==> config.mk <==
export PLATFORM = sky130hd
export DESIGN_NAME = recfg_adder_sched
export DESIGN_NICKNAME = d
export VERILOG_FILES = /design/src/rtl/recfg_adder_sched.sv
export SDC_FILE = /design/constraint.sdc
export NUM_CORES = 1
export LEC_CHECK = 0
export CAP_MARGIN = 25
export CORE_AREA = 2 2 116 118
export CTS_CLUSTER_DIAMETER = 100
export CTS_CLUSTER_SIZE = 40
export DETAILED_ROUTE_END_ITERATION = 8
export DIE_AREA = 0 0 118 120
export GPL_TIMING_DRIVEN = 0
export MAX_ROUTING_LAYER = met4
export PLACE_DENSITY_LB_ADDON = 0.1
export SYNTH_ARGS = -nofsm -noshare
export SYNTH_HDL_FRONTEND = slang
export SYNTH_SLANG_ARGS = --single-unit
==> constraint.sdc <==
create_clock -name clk -period 9.3 [get_ports clk]
set_input_delay 1.395 -clock clk [delete_from_list [all_inputs] [get_ports clk]]
set_output_delay 1.395 -clock clk [all_outputs]
set_load 0.03 [all_outputs]
==> src/rtl/recfg_adder_sched.sv <==
// Round-robin scheduler sharing one 8-bit reconfigurable add/sub datapath between
// N_REQ requesters; inserts a settle interval whenever the datapath mode changes.
module recfg_adder_sched #(
    parameter int N_REQ      = 4,
    parameter int CFG_CYCLES = 2
) (
    input  logic                 clk,
    input  logic                 rst_n,
    input  logic [N_REQ-1:0]     req_valid,
    output logic [N_REQ-1:0]     req_ready,
    input  logic [2*N_REQ-1:0]   req_mode,
    input  logic [8*N_REQ-1:0]   req_a1,
    input  logic [8*N_REQ-1:0]   req_a2,
    input  logic [8*N_REQ-1:0]   req_b,
    output logic [7:0]           dp_a1,
    output logic [7:0]           dp_a2,
    output logic [7:0]           dp_b,
    output logic                 dp_s0,
    output logic                 dp_s1,
    input  logic [8:0]           dp_y,
    output logic                 rsp_valid,
    input  logic                 rsp_ready,
    output logic [2:0]           rsp_id,
    output logic [8:0]           rsp_y,
    output logic                 busy,
    output logic [15:0]          op_count
);

    // state | meaning
    // IDLE  | nothing in flight, arbitrating
    // CFG   | mode settling, cfg_cnt counting down
    // EXEC  | datapath evaluating, result captured on exit
    // RESP  | result held until rsp_ready; re-arbitrates on that cycle
    typedef enum logic [1:0] {IDLE, CFG, EXEC, RESP} state_t;

    state_t      state;
    logic [1:0]  cur_mode;
    logic [3:0]  cfg_cnt;
    logic [2:0]  last_grant;
    logic [2:0]  owner;

    logic        arb_en;
    logic        grant_found;
    logic [2:0]  grant;
    logic [3:0]  idx;
    logic        handshake;
    logic [7:0]  valid_pad;
    logic [7:0]  ready_pad;
    logic [15:0] mode_pad;
    logic [63:0] a1_pad;
    logic [63:0] a2_pad;
    logic [63:0] b_pad;
    logic [1:0]  grant_mode;

    // Requester vectors padded to the 8-requester maximum so a 3-bit grant indexes them directly.
    assign valid_pad  = 8'(req_valid);
    assign mode_pad   = 16'(req_mode);
    assign a1_pad     = 64'(req_a1);
    assign a2_pad     = 64'(req_a2);
    assign b_pad      = 64'(req_b);
    assign grant_mode = mode_pad[{grant, 1'b0} +: 2];

    assign arb_en    = rst_n && ((state == IDLE) || ((state == RESP) && rsp_ready));
    assign handshake = arb_en && grant_found;
    assign busy      = (state != IDLE);

    always_comb begin
        grant_found = 1'b0;
        grant       = '0;
        idx         = '0;
        for (int k = 0; k < N_REQ; k++) begin
            idx = {1'b0, last_grant} + 4'd1 + 4'(k);
            if (idx >= 4'(N_REQ)) idx = idx - 4'(N_REQ);
            if (!grant_found && valid_pad[idx[2:0]]) begin
                grant_found = 1'b1;
                grant       = idx[2:0];
            end
        end
    end

    always_comb begin
        ready_pad = '0;
        if (handshake) ready_pad[grant] = 1'b1;
        req_ready = ready_pad[N_REQ-1:0];
    end

    always_ff @(posedge clk) begin
        if (!rst_n) begin
            state      <= IDLE;
            cur_mode   <= 2'b00;
            cfg_cnt    <= '0;
            last_grant <= 3'(N_REQ-1);
            owner      <= '0;
            dp_a1      <= '0;
            dp_a2      <= '0;
            dp_b       <= '0;
            dp_s0      <= 1'b0;
            dp_s1      <= 1'b0;
            rsp_valid  <= 1'b0;
            rsp_id     <= '0;
            rsp_y      <= '0;
            op_count   <= '0;
        end else begin
            case (state)
                IDLE, RESP: begin
                    if ((state == RESP) && rsp_ready) begin
                        rsp_valid <= 1'b0;
                        op_count  <= op_count + 16'd1;
                        state     <= IDLE;
                    end
                    if (handshake) begin
                        dp_a1          <= a1_pad[{grant, 3'b000} +: 8];
                        dp_a2          <= a2_pad[{grant, 3'b000} +: 8];
                        dp_b           <= b_pad[{grant, 3'b000} +: 8];
                        {dp_s0, dp_s1} <= grant_mode;
                        owner          <= grant;
                        last_grant     <= grant;
                        cur_mode       <= grant_mode;
                        if (grant_mode != cur_mode) begin
                            state   <= CFG;
                            cfg_cnt <= 4'(CFG_CYCLES-1);
                        end else begin
                            state <= EXEC;
                        end
                    end
                end
                CFG: begin
                    if (cfg_cnt == 4'd0) state <= EXEC;
                    else                 cfg_cnt <= cfg_cnt - 4'd1;
                end
                EXEC: begin
                    rsp_y     <= dp_y;
                    rsp_id    <= owner;
                    rsp_valid <= 1'b1;
                    state     <= RESP;
                end
                default: state <= IDLE;
            endcase
        end
    end

endmodule

==> results of run 1 <==
-- how the worst max path moves through the flow --
| stage | startpoint | to | slack, ps | cells past startpoint |
|---|---|---|---|---|
| finish | req_valid[1] | req_ready[0] | 3390 | 9 |
| global route | req_valid[1] | req_ready[1] | 3180 | 8 |
| CTS | req_valid[3] | req_ready[1] | 3380 | 9 |
| detailed placement | req_valid[3] | req_ready[1] | 3390 | 9 |
| global placement | req_valid[3] | req_ready[1] | 3360 | 9 |
| floorplan | last_grant[0]$_SDFFE_PN1P_ | req_ready[0] | 4650 | 13 |
-- stage by stage --
step	utilization [%]	hold slack, ps	setup slack (ps)
final	50.1	484	3390
after global routing	50.1	529	3180
after CTS	50.1	487	3380
after detailed placement	47.8	479	3390
after global placement	47.8	465	3360
after floorplan	-	454	4650
-- layer usage --
metal  routed length (µm)  vias up  GRT usage, %
met5                    0        -             -
met4                  296        0          6.70
met3                  882       23          5.23
met2                 6820      146          33.9
met1                 6630     2098          26.1
li1                     -     2261             -
-- sequential cells by signal (all words and copies together) (netlist names) --
name        cells
rsp_valid       1
state           2
dp_b            8
last_grant      3
owner           2
dp_a2           8
cfg_cnt         4
cur_mode        1
dp_a1           8
dp_s0           1
rsp_y           9
op_count       16
rsp_id          3
-- logic make-up (layout without fill, tap and decap cells) --
group,after synthesis,in the layout,share of synthesized area [%]
simple gates,257,257,29.9
compound gates,119,119,21.2
flops,66,66,31.5
buf+inv,54,248,5.54
mux,22,22,5.39
xor+xnor,15,15,3.52
fa+ha+maj,10,10,2.98
-- cells in the final DEF, fill, tap and decap left out, types with 13 or more instances in the layout --
cell type,instances
clkdlybuf4s50_1,179
nand2_1,117
dfxtp_1,66
nor2b_1,42
a21oi_1,34
clkbuf_1,32
and3_1,28
a311oi_1,24
mux2i_1,20
nor2_1,19
o21ai_0,16
and2_1,16
inv_1,13
-- cell type report --
type	instances	area, µm²
fillers	1304	6480
multi-input cells	423	2640
inverters	14	52.6
clock buffers	10	239
well taps	176	220
clock inverters	5	55.1
flip-flops and latches	66	1320
repair buffers	179	1790
plain buffers	40	180
-- synth_stat cells (all sizes together), types with 8 or more instances --
master	number
a311oi	25
xnor2	10
and3	28
dfxtp	66
nor2	20
nor2b	42
nand3	10
mux2i	20
nand2	117
a21oi	36
clkbuf	32
o21ai	17
ha	10
a21boi	8
buf	8
and2	16
inv	14
-- worst reg2reg max path, cell delays in order, from the launching register on --
cell and delay [ps]:
dfxtp_1 380, buf_4 200, inv_2 80, ha_1 300
buf_4 180, inv_1 70, ha_1 290, a211oi_1 370
o31ai_4 150, a21o_4 240, a21oi_1 590, clkbuf_1 450
nand2_1 100, and3_1 180, a311oi_1 290, a21oi_1 80
nor2b_1 110
-- power groups by stage --
stage,combinational [mW],clock (mW),sequential [mW]
after CTS,1.51,0.342,0.407
after detailed placement,1.50,0,0.412
after global placement,1.49,0,0.410
final,1.51,0.334,0.408
after global routing,1.65,0.353,0.418
after floorplan,0.913,0,0.528
==> flow_summary.ini, run 1 <==
[routing]
drt-pass1-iter-count = 4
wirelength_um = 14600
wl_per_cell_um = 16.0
drt_iter0_drc = 214
drtAntennaViolNets = 0
viasPerCell = 4.96
route.detailed.drc = 0
dr_total_vias = 4528

[setup_path]
r2r_start = last_grant[0]$_SDFFE_PN1P_
startpoint_type = input pin
cp_data_arrival_time_ps = 4520
r2r-end = dp_a1[0]$_SDFFE_PN0P_
end_kind = output port
max_stage_delay_ps = 630
cp_common_cell = clkdlybuf4s50_1
slowest_stage = clkdlybuf4s50_1
worstPathRequired_ps = 7910
reg2reg_slack_ps = 5170
critical_path_class = in -> out
reg2reg_depth = 16
crit_fanout = 10
crit_buf_inv = 3
crit_chain = clkdlybuf4s50_1 > mux2i_1 > or3_1 > a21oi_1 > a21oi_2 > o21ai_2 > clkbuf_1 > nor3_1 > clkdlybuf4s50_1
cp_top_family = buffers and inverters

[timing]
finalCritPeriodShare_pct = 63.6
maxSlewViolCount = 0
worstMarginPinSlew_ps = 758
fmax_mhz = 169
setup_tns_ps = 0
layout_min_cycle_time_ps = 5910
finalSetupViolCount = 0
slew-limit-headroom_pct = 49.4
rsz0062_at_grt = false
final.setup_skew_ps = 3.86
hold_viol_final = 0

[power]
p_clk_share_pct = 14.8
powerDensity_nw_per_um2 = 346
finalPower_mw = 2.25
switching_share_pct = 48.6
p_leak_nw = 2.47
switchingPower_mw = 1.10
p_seq_share_pct = 18.1
p_comb_share_pct = 67.1
max-vdd-ir-drop_v = 0.000116
intPower_mw = 1.16

[layout]
fin_nets = 863
drive_above_1_share_pct = 5.43
final_cell_count_no_fill = 913
diodes = 0
design_area_um2 = 6500
syn_to_final_growth_pct = 54.9

[synth]
synthFlopType = dfxtp_1
synth_top_area_cell = dfxtp_1
synth_cells = 543
syn-num-nets = 673
synth_edf_count = 0
yosys_warnings = 0
synth.area.top_cells = dfxtp_1 (31%), nand2_1 (10%), nor2b_1 (6.3%), a311oi_1 (5.0%), mux2i_1 (4.8%)
netlist_area_um2 = 4200
synth_area_per_cell_um2 = 7.73
ys_types = 58
seq_area_frac_synth_pct = 31.5
synth-async-reset-ratio_pct = 0
yosys_register_bits = 66
synth_top_area_share_pct = 31.5

[global_routing]
grt-ovfl-total = 0
globalRouteTotalUtil_pct = 21.1
grt_first_pass_wirelength_um = 23200
antenna_found_initial = 0
first_global_vias = 4378
grt_max_degree = 12

[floorplan]
die_w_um = 118
initial_core_util_pct = 32.3
die_area_um2 = 14200
fp.dieH_um = 120
core_um2 = 13000
rows = 42
ios = 180

[outcome]
outcome = completed

[hold_path]
min_to = cfg_cnt[1]$_SDFFE_PN0P_
min_from = cfg_cnt[1]$_SDFFE_PN0P_
holdPathStages = 2
holdCritPathClass = reg -> reg

[clocking]
clk_pin_slew_ps = 50
tritoncts = yes
cts.hold.buffers_added = 0
cts_root_buf = clkbuf_16
numCtsBuffers = 9
clk_latency_ps = 330
cts.sinks = 66
post_cts_buffers = 0
h-tree-depth = 3
clockBufferDepth = 2
post_cts_resized = 0

[placement]
place_area_um2 = 6210
placed_cells = 898
dpl.hpwl_um = 11400
gp_congestion = 0.875
portBuffers = 179

[job]
drv_cap = 0
Power figures use the tool's default switching activity.
==> run 2, diff against run 1 <==
==> constraint.sdc (replaced) <==
create_clock -name clk -period 5.75 [get_ports clk]
set_input_delay 0.8625 -clock clk [delete_from_list [all_inputs] [get_ports clk]]
set_output_delay 0.8625 -clock clk [all_outputs]
set_load 0.03 [all_outputs]
==> results of run 2 <==
The final DEF is identical to that of run 1. Status: completed.
Main changes from that run: setup slack after placement 3390 ps -> 852 ps; setup slack after layout 3390 ps -> 518 ps; start point of the critical path req_valid[1] -> last_grant[0]$_SDFFE_PN1P_; end point of the critical path req_ready[0] -> req_ready[3]; register-to-register setup slack 5170 ps -> 1620 ps; total power 2.25 mW -> 3.64 mW; worst IR drop on VDD 0.000116 V -> 0.000187 V
